**src/rtl/camera_capture_writer.sv**
```systemverilog
// camera_capture_writer: decimating RGB565 camera capture into a framebuffer write port.
// Ports:
//   clk        camera pixel clock, all logic rising-edge
//   rst_n      asynchronous active-low reset
//   vsync      frame sync, high = vertical blanking
//   href       line valid, high = d carries pixel bytes
//   d          camera byte, two bytes per RGB565 pixel
//   wr_en      framebuffer write strobe, one cycle per stored pixel
//   wr_addr    framebuffer address, line*IMAGE_SIZE_H+column
//   wr_data    RGB565 pixel
//   frame_done one-cycle pulse when a captured frame closes
//   overflow   sticky, a decimated pixel fell outside the stored window
// Build option: define CAPTURE_BYTE_SWAP_EN to treat the first byte of each pixel as the low byte.
module camera_capture_writer #(
    parameter int IMAGE_SIZE_H = 160,
    parameter int IMAGE_SIZE_V = 120,
    parameter int DECIM        = 4
) (
    input  logic        clk,
    input  logic        rst_n,
    input  logic        vsync,
    input  logic        href,
    input  logic [7:0]  d,
    output logic        wr_en,
    output logic [15:0] wr_addr,
    output logic [15:0] wr_data,
    output logic        frame_done,
    output logic        overflow
);
    typedef enum logic [1:0] {WAIT_SYNC, ARMED, CAPTURE} state_t;
    state_t      state, state_next;
    logic [15:0] src_pix, src_line, pixel, addr;
    logic [7:0]  first_byte;
    logic        phase, href_q, capturing, pix_done, store, in_window;
    logic [31:0] col, row;

    always_ff @(posedge clk or negedge rst_n)
        if (!rst_n) state <= WAIT_SYNC;
        else        state <= state_next;

    always_comb
        state_next = (state == WAIT_SYNC && vsync)  ? ARMED   :
                     (state == ARMED     && !vsync) ? CAPTURE :
                     (state == CAPTURE   && vsync)  ? ARMED   : state;

    // vsync high in CAPTURE closes the frame and takes priority over any pixel activity
    always_comb begin
        frame_done = state == CAPTURE && vsync;
        capturing  = state == CAPTURE && !vsync;
    end

`ifdef CAPTURE_BYTE_SWAP_EN
    assign pixel = {d, first_byte};
`else
    assign pixel = {first_byte, d};
`endif

    assign col       = 32'(src_pix) / DECIM;
    assign row       = 32'(src_line) / DECIM;
    assign pix_done  = capturing && href && phase;
    assign store     = pix_done && 32'(src_pix) % DECIM == 0 && 32'(src_line) % DECIM == 0;
    assign in_window = col < IMAGE_SIZE_H && row < IMAGE_SIZE_V;
    assign addr      = 16'(row * IMAGE_SIZE_H + col);

    always_ff @(posedge clk or negedge rst_n)
        if (!rst_n) begin
            wr_en      <= 1'b0;
            wr_addr    <= '0;
            wr_data    <= '0;
            overflow   <= 1'b0;
            src_pix    <= '0;
            src_line   <= '0;
            phase      <= 1'b0;
            first_byte <= '0;
            href_q     <= 1'b0;
        end else begin
            // only href seen while capturing can produce a line-end edge
            href_q <= capturing && href;
            wr_en  <= store && in_window;
            if (store && in_window) begin
                wr_addr <= addr;
                wr_data <= pixel;
            end
            if (store && !in_window) overflow <= 1'b1;
            if (state == ARMED) begin
                src_pix    <= '0;
                src_line   <= '0;
                phase      <= 1'b0;
                first_byte <= '0;
            end else if (capturing) begin
                if (href) begin
                    phase <= ~phase;
                    if (!phase) first_byte <= d;
                    else if (src_pix != '1) src_pix <= src_pix + 16'd1;
                end else if (href_q) begin
                    // line end: an unpaired trailing byte is dropped with the phase
                    src_pix <= '0;
                    phase   <= 1'b0;
                    if (src_line != '1) src_line <= src_line + 16'd1;
                end
            end
        end
endmodule

```
**config.mk**
```make
export PLATFORM = sky130hd
export DESIGN_NAME = camera_capture_writer
export DESIGN_NICKNAME = d
export VERILOG_FILES = /design/src/rtl/camera_capture_writer.sv
export SDC_FILE = /design/constraint.sdc
export NUM_CORES = 1
export LEC_CHECK = 0
export CORE_UTILIZATION = 58
export CTS_CLUSTER_DIAMETER = 60
export CTS_CLUSTER_SIZE = 12
export DETAILED_ROUTE_END_ITERATION = 12
export DONT_BUFFER_PORTS = 1
export PLACE_DENSITY = 0.87
export SLEW_MARGIN = 20
export SYNTH_ARGS = -nofsm -noshare
export SYNTH_HDL_FRONTEND = slang
export SYNTH_SLANG_ARGS = --single-unit
```
**constraint.sdc**
```tcl
create_clock -name clk -period 2.85 [get_ports clk]
set_input_delay 0.57 -clock clk [delete_from_list [all_inputs] [get_ports clk]]
set_output_delay 0.57 -clock clk [all_outputs]
set_load 0.02 [all_outputs]
```
---- Word level (Yosys, flattened, before mapping) ----
Index checks and enable logic that the tools add are counted.
word-level totals
  logic and storage cells ................. 73
  register bits ........................... 78
  output and inout bits ................... 35
cells by class
  magnitude comparators ................... 2
  $mul .................................... 1
  add/sub/neg operators ................... 3
  bitwise gates (word level) .............. 1
  reduce and logical (&&, ||, !) cells .... 26
  mux-type cells .......................... 22
  equal/unequal tests ..................... 8
operator list
  operator                                             number
  two-way mux 16 bit                                   11
  logical NOT 32 bit                                   2
  adder 16 x 1 -> 16 bit, second input constant        2
  two-way mux 8 bit                                    4
  != test 16 bit, second input constant                2
  adder 16 x 14 -> 16 bit                              1
  < comparator 14 x 7 -> 1 bit, second input constant  1
  < comparator 14 x 8 -> 1 bit, second input constant  1
  multiplier 14 x 3 -> 11 bit, second input constant   1
  logical AND 1 bit                                    11
  AND reduction 4 bit                                  2
  nonzero test 2 bit                                   4
  two-way mux 2 bit                                    3
  != test 3 x 1 -> 1 bit, second input constant        2
  nonzero test 3 bit                                   2
  two-way mux 1 bit                                    4
  != test 2 x 1 -> 1 bit, second input constant        2
  AND reduction 3 bit                                  1
  == test 2 x 1 -> 1 bit, second input constant        1
  == test 2 bit, second input constant                 1
  logical NOT 1 bit                                    2
  logical NOT 2 bit                                    1
  AND reduction 2 bit                                  1
  inverter 1 bit                                       1

---- Logic depth before layout (Yosys ltp) ----
Gate-level depths: netlist (run 1).
  word-level depth ........................ 7
  mapped depth ............................ 12
  depth with buffers taken out ............ 12

---- Worst setup path after synthesis (run 1) ----
Ideal clock, no wire load.
  kind .................................... register -> register
  start ................................... reg src_line[3]
  end ..................................... reg wr_addr[15]
  slack ................................... -91 ps
  cell stages (with the launch flop) ...... 12
  buffers on the path ..................... 0
  arrival time ............................ 2,815 ps
  clock period less this slack ............ 2,941 ps
  library setup time ...................... 126 ps
  cells stage by stage .................... dfrtp_1 -> ha_1 -> ha_1 -> fa_1 -> a211oi_1 -> nor2_1 -> nor2_1 -> ha_1 -> nor3_1 -> a2111oi_0 -> xnor2_1 -> o21ai_0
on the way
  cells in the longest elaborated chain, start to end .. 3
  elaborated cells between the ends (all ways) .. 5
RTL lines
  element                                                                          RTL line  text
  start, declared                                                                  32        logic [15:0] src_pix, src_line, pixel, addr;
  start signal, assigned                                                           99        if (src_line != '1) src_line <= src_line + 16'd1;
  parallel branches: the longest is 3 deep, another holds adder 16 x 14 -> 16 bit  -
  end signal, assigned                                                             81        wr_addr <= addr;
  end, declared                                                                    25        output logic [15:0] wr_addr,
Several ways; the timed one is not identified.
A chain may end at the register's enable or synchronous reset.

---- Worst setup path in the final report (run 1) ----
  start ................................... reg src_line[5]
  end ..................................... reg wr_addr[13]
The elaborated chain is that of the path after synthesis.

==> impl_metrics.yaml, run 1 <==
timing:
  period_needed_ns: 2.96
  grt_setup_unrepaired: "true"
  setup_slack_ns: -0.107
  timing.final.crit_share: 1.04
  max_freq_mhz: 338
  setup_viol: 3
  maxSlewViolCount: 0
  worst_slew_pin_slew_ns: 0.746
  relSlewSlack: 0.501
  hold_violations: 0
  finClkSkew_ns: 0.0141
clock_tree:
  cts_buffers: 9
  h-tree-depth: 3
  clk_pin_slew_ns: 0.10
  cts_tree: "built"
  cts_sinks: 78
  root_buffer: "clkbuf_8"
  clock_latency_ns: 0.37
  cts_buffer_depth: 2
critical_path:
  crit_fanout: 3
  endpoint_kind: "register"
  critPathSlowestCell: "dfrtp_1"
  cp-start-kind: "register"
  crit_family: "adder cells"
  cp_cell_sequence: "ha_4, ha_4, fa_2, ha_1, o21a_1, o31a_1, o31ai_2, a21boi_0, o21a_1, o31ai_2"
  crit_arrival_ns: 3.24
  path_class: "reg -> reg"
  crit_buf_inv: 0
  worst-endpoint-required_ns: 3.13
  slowest_delay_ns: 0.45
placed_design:
  placedInstanceArea_um2: 4590
  gp_congestion: 0.834
  dp_hpwl_mm: 6.93
  port_buffers: 0
  dp_worst_setup_slack_ns: -0.137
die:
  pin_count: 47
  core_area_um2: 7290
  initial_core_util: 0.602
  die_w_um: 89.0
  rows: 31
  die_h_um: 89.0
  die_area_um2: 7930
pwr:
  cellPowerDensity_nw_per_um2: 512
  ir_drop_uv: 264
  power.total_uw: 2580
  leakagePower_uw: 0.00236
logic_synthesis:
  synth_edf_count: 0
  syn_inst: 490
  async_flop_share: 1.00
  ys_seq_area_frac: 0.444
  synthFlopType: "dfrtp_1"
  syn_nets: 533
  ys_ff_latch: 78
  synth_area_um2: 4390
  avgSynthCellArea_um2: 8.97
  yosysUniqueCellTypes: 48
  ys_warn_count: 0
drt:
  drt_iter0_drc: 332
  post_drt_via_cell_ratio: 6.24
  drt-total-wl_mm: 12.2
  antenna_left: 0
  first_pass_iters: 5
  wire_per_inst_um: 19.6
  num_vias: 3873
  drc_errors: 0
global_route:
  grt.total_usage: 0.302
  grt_first_pass_wirelength_mm: 18.0
  overflow: 0
  grt_max_degree: 79
  antenna_found_initial: 0
  first_global_vias: 3804
finish:
  fillCellCount: 473
  multi_input_area_um2: 2430
  nets: 560
  register_area_um2: 1950
  post_route_cells_drive_above_1_share: 0.157
  syn2layout_area_growth_pct: 14.6
  antenna_cells: 0
  stdcell_area_um2: 5030
worst_hold_path:
  min_path_type: "in -> async"
status:
  violations: "setup timing"
  status: "finished with violations"
job:
  drv_cap: 0
[synthesized netlist by cell type (all sizes together), types with 3 or more instances]
master	number	area share
nand2	115	0.098
dfrtp	78	0.44
nor2	45	0.038
o21ai	36	0.041
ha	29	0.083
xnor2	26	0.052
inv	22	0.019
nor3	17	0.019
nand3	14	0.017
a21oi	13	0.015
buf	8	0.018
and3	7	0.010
clkbuf	7	0.0060
xor2	7	0.014
or3	6	0.0085
a211oi	5	0.0085
a21o	5	0.0085
nor4	5	0.0071
o21a	5	0.0085
nand4	4	0.0057
o31ai	4	0.0080
nor2b	3	0.0043
nor3b	3	0.0051
[state kept, by name, summed over array words and instances, names as in the netlist]
signal / cells
wr_addr: 16
overflow: 1
phase: 1
src_pix: 16
state: 2
href_q: 1
first_byte: 8
src_line: 16
wr_data: 16
wr_en: 1
[cell families (layout without fill, tap and decap cells)]
| group | Yosys count | in the layout | share of synthesized area |
|---|---|---|---|
| and+or+nand+nor | 228 | 228 | 0.232 |
| AOI/OAI and AO/OA | 82 | 82 | 0.121 |
| DFF | 78 | 78 | 0.444 |
| buffers and inverters | 37 | 69 | 0.0424 |
| xor gates and xnor gates | 33 | 33 | 0.0658 |
| adders and majority gates | 31 | 31 | 0.0917 |
| muxes | 1 | 1 | 0.00228 |
[placed cells by master (no fill, tap or decap), types with 2 or more instances in the layout]
| cell | instances |
|---|---|
| nand4_1 | 4 |
| inv_8 | 2 |
| nor3_1 | 16 |
| ha_2 | 3 |
| o21a_1 | 5 |
| ha_1 | 17 |
| a221o_1 | 2 |
| a211oi_1 | 3 |
| a21oi_1 | 11 |
| nor2b_1 | 3 |
| a21oi_2 | 2 |
| clkinvlp_4 | 3 |
| or3_1 | 6 |
| dfrtp_1 | 76 |
| and3_1 | 7 |
| o31ai_1 | 2 |
| nor2_1 | 42 |
| buf_4 | 30 |
| dfrtp_2 | 2 |
| inv_6 | 2 |
| nor4_1 | 5 |
| a21o_1 | 5 |
| xor2_1 | 7 |
| o21ai_0 | 31 |
| o311ai_0 | 2 |
| o31ai_2 | 2 |
| o21ai_1 | 5 |
| ha_4 | 9 |
| nand2_1 | 115 |
| or4_1 | 2 |
| clkbuf_8 | 9 |
| nor3b_1 | 3 |
| inv_1 | 21 |
| nor2_2 | 3 |
| xnor2_1 | 25 |
| nand3_1 | 13 |
| and4_1 | 2 |
[timing repair]
action	4_1_cts	5_1_grt
pin swaps	19	7
buffers inserted	6	2
hold buffers	1	0
endpoints found under the hold margin	78	0
resized for setup	15	14
endpoints found under the setup margin	3	6
[stage by stage]
stage / util / TNS [ns] / hold slack [ns] / std cells
global placement: 0.630 / -0.0260 / 0.276 / 596
finish: 0.690 / -0.244 / 0.0940 / 621
global route: 0.690 / -0.545 / 0.124 / 621
CTS: 0.678 / 0 / 0.107 / 619
detailed placement: 0.630 / -0.297 / 0.276 / 596
floorplan: - / 0 / 0.274 / 490
[power breakdown]
group / internal (uW) / total (uW) / switching (uW)
registers: 1220 / 1350 / 132
clock network: 334 / 801 / 467
logic: 148 / 428 / 280
[worst reg2reg max path: stages, from the launching register on]
cell,delay (ns)
dfrtp_1,0.45
ha_4,0.32
ha_4,0.17
fa_2,0.44
ha_1,0.31
o21a_1,0.13
o31a_1,0.13
o31ai_2,0.34
a21boi_0,0.21
o21a_1,0.22
o31ai_2,0.16
[path summary, 6_finish.rpt]
kind,from,slack (ns),depth (start not counted),endpoint
setup / recovery,src_line[5]$_DFFE_PN0P_,-0.11,10,wr_addr[13]$_DFFE_PN0P_
hold / removal,rst_n,0.09,1,src_pix[15]$_DFFE_PN0P_
setup reg to reg,src_line[5]$_DFFE_PN0P_,-0.11,10,wr_addr[13]$_DFFE_PN0P_
hold reg to reg,first_byte[6]$_DFFE_PN0P_,0.48,2,wr_data[14]$_DFFE_PN0P_
max in group asynchronous,rst_n,2.45,1,src_line[7]$_DFFE_PN0P_
min in group clk,vsync,0.29,1,state[1]$_DFFE_PN0P_
[final cells by class]
| cell class | count | area share |
|---|---|---|
| Clock buffer | 9 | 0.0246 |
| Clock inverter | 7 | 0.0124 |
| Inverter | 22 | 0.0167 |
| Multi-Input combinational cell | 375 | 0.483 |
| Sequential cell | 78 | 0.388 |
| Tap cell | 99 | 0.0246 |
| Timing Repair Buffer | 31 | 0.0502 |
[per-layer routing]
layer / up-vias / part of all wire / track usage
li1: 1733 / - / -
met1: 1849 / 0.37 / 0.338
met2: 224 / 0.49 / 0.503
met3: 67 / 0.077 / 0.0905
met4: 0 / 0.063 / 0.199
met5: - / 0 / 0
Note: power is estimated with default switching activity, not from simulation.
==> run 2, diff against run 1 <==
--- a/config.mk
+++ b/config.mk
@@ -5,12 +5,14 @@
 export SDC_FILE = /design/constraint.sdc
 export NUM_CORES = 1
 export LEC_CHECK = 0
-export CORE_UTILIZATION = 58
+export CELL_PAD_IN_SITES_DETAIL_PLACEMENT = 0
+export CELL_PAD_IN_SITES_GLOBAL_PLACEMENT = 1
+export CORE_UTILIZATION = 44
 export CTS_CLUSTER_DIAMETER = 60
 export CTS_CLUSTER_SIZE = 12
 export DETAILED_ROUTE_END_ITERATION = 12
 export DONT_BUFFER_PORTS = 1
-export PLACE_DENSITY = 0.87
+export PLACE_DENSITY = 0.85
 export SLEW_MARGIN = 20
 export SYNTH_ARGS = -nofsm -noshare
 export SYNTH_HDL_FRONTEND = slang
==> impl_metrics.yaml, run 2 (synthesized netlist as in run 1, its figures left out) <==
pwr:
  ir_drop_uv: 207
  leakagePower_uw: 0.00238
  cellPowerDensity_nw_per_um2: 513
critical_path:
  endpoint_kind: "register"
  crit_arrival_ns: 3.03
  worst-endpoint-required_ns: 3.08
  cp-start-kind: "register"
  reg2reg_setup_slack_ns: 0.05
  crit_fanout: 3
  path_class: "reg -> reg"
  reg2reg_depth: 11
clock_tree:
  cts_tree: "built"
  clk_pin_slew_ns: 0.08
  cts_buffer_depth: 2
  cts_buffers: 9
  h-tree-depth: 3
  clock_latency_ns: 0.36
  cts_sinks: 78
  root_buffer: "clkbuf_8"
timing:
  setup_viol: 0
  fin_tns_setup_ns: 0
  grt_setup_unrepaired: "true"
  period_needed_ns: 2.80
  finClkSkew_ns: 0.0120
  worst_slew_pin_slew_ns: 0.648
  hold_violations: 0
  maxSlewViolCount: 0
  relSlewSlack: 0.565
  holdWs_ns: 0.0913
  max_freq_mhz: 357
  timing.final.crit_share: 0.982
drt:
  first_pass_iters: 4
  drc_errors: 0
  post_drt_via_cell_ratio: 5.29
  num_vias: 3463
  drt-total-wl_mm: 9.61
  wire_per_inst_um: 14.7
  drt_iter0_drc: 119
  antenna_left: 0
finish:
  post_route_cells_drive_above_1_share: 0.144
  layout_commonest_cell: "nand2_1"
  final_cell_count_no_fill: 655
  syn2layout_area_growth_pct: 14.1
  fillCellCount: 905
  final_cell_mix: "115 x nand2_1, 77 x dfrtp_1, 42 x nor2_1, 32 x o21ai_0, 30 x buf_4"
  antenna_cells: 0
  nets: 560
  multi_input_area_um2: 2360
  register_area_um2: 1950
status:
  status: "finished clean"
placed_design:
  place_inst: 633
  dp_hpwl_mm: 6.72
  gp_congestion: 0.798
  port_buffers: 0
global_route:
  grt.total_usage: 0.197
  first_global_vias: 3450
  grt_first_pass_wirelength_mm: 15.9
  grt_max_degree: 79
  overflow: 0
  antenna_found_initial: 0
die:
  die_area_um2: 10400
  pin_count: 47
  die_h_um: 102
  rows: 36
  core_area_um2: 9730
  die_w_um: 102
  initial_core_util: 0.452
job:
  drv_cap: 0
worst_hold_path:
  min_path_type: "in -> async"
run 2: path summary, 6_finish.rpt:
kind                                      startpoint                 endpoint
setup reg to reg             src_line[4]$_DFFE_PN0P_  wr_addr[13]$_DFFE_PN0P_
max in group asynchronous                      rst_n  src_line[4]$_DFFE_PN0P_
setup / recovery             src_line[4]$_DFFE_PN0P_  wr_addr[13]$_DFFE_PN0P_
hold reg to reg            first_byte[0]$_DFFE_PN0P_   wr_data[8]$_DFFE_PN0P_
hold / removal                                 rst_n  wr_addr[12]$_DFFE_PN0P_
min in group clk                               vsync     state[1]$_DFFE_PN0P_
run 2: critical path, cell delays in order (launching register included):
cell,delay (ns)
dfrtp_2,0.45
ha_4,0.27
ha_1,0.29
a21o_1,0.19
a221o_1,0.34
nor2_2,0.11
xnor2_1,0.13
ha_2,0.30
buf_4,0.14
buf_4,0.13
nor3_1,0.23
o31ai_2,0.10
run 2: per-stage QoR:
stage,util,cell area (um^2),setup slack (ns),power (uW)
after global routing,0.515,5010,-0.0739,2730
after detailed placement,0.479,4660,-0.141,1730
after floorplan,-,4410,0.00999,1640
final,0.515,5010,0.0514,2570
after CTS,0.508,4950,-0.0309,2590
after global placement,0.479,4660,-0.0574,1710
run 2: repair_timing:
action | in CTS | in global routing
setup endpoints to repair | 3 | 4
resized for setup | 9 | 12
endpoints found under the hold margin | 78 | 0
hold buffers | 1 | 0
setup buffers | 3 | 2
pin swaps | 11 | 9
run 2: where the power goes:
part,internal (uW),switching (uW)
sequential,1220,128
clock,407,430
combinational,147,243
total,1770,801
run 2: cell type report:
type	count	share of cell area
timing repair buffer	31	0.0504
inverter	22	0.0165
clock buffer	9	0.0247
multi-input combinational	375	0.471
sequential	78	0.390
tap	133	0.0332
clock inverter	7	0.0145
run 2: routing by layer:
layer / share of wire / track usage / routed length, um / vias to the layer above
met1: 0.45 / 0.239 / 4310 / 1651
met3: 0.051 / 0.0431 / 494 / 15
met5: 0 / 0 / 0 / -
met4: 0.020 / 0.0934 / 194 / 0
met2: 0.48 / 0.335 / 4610 / 63
li1: - / - / - / 1734
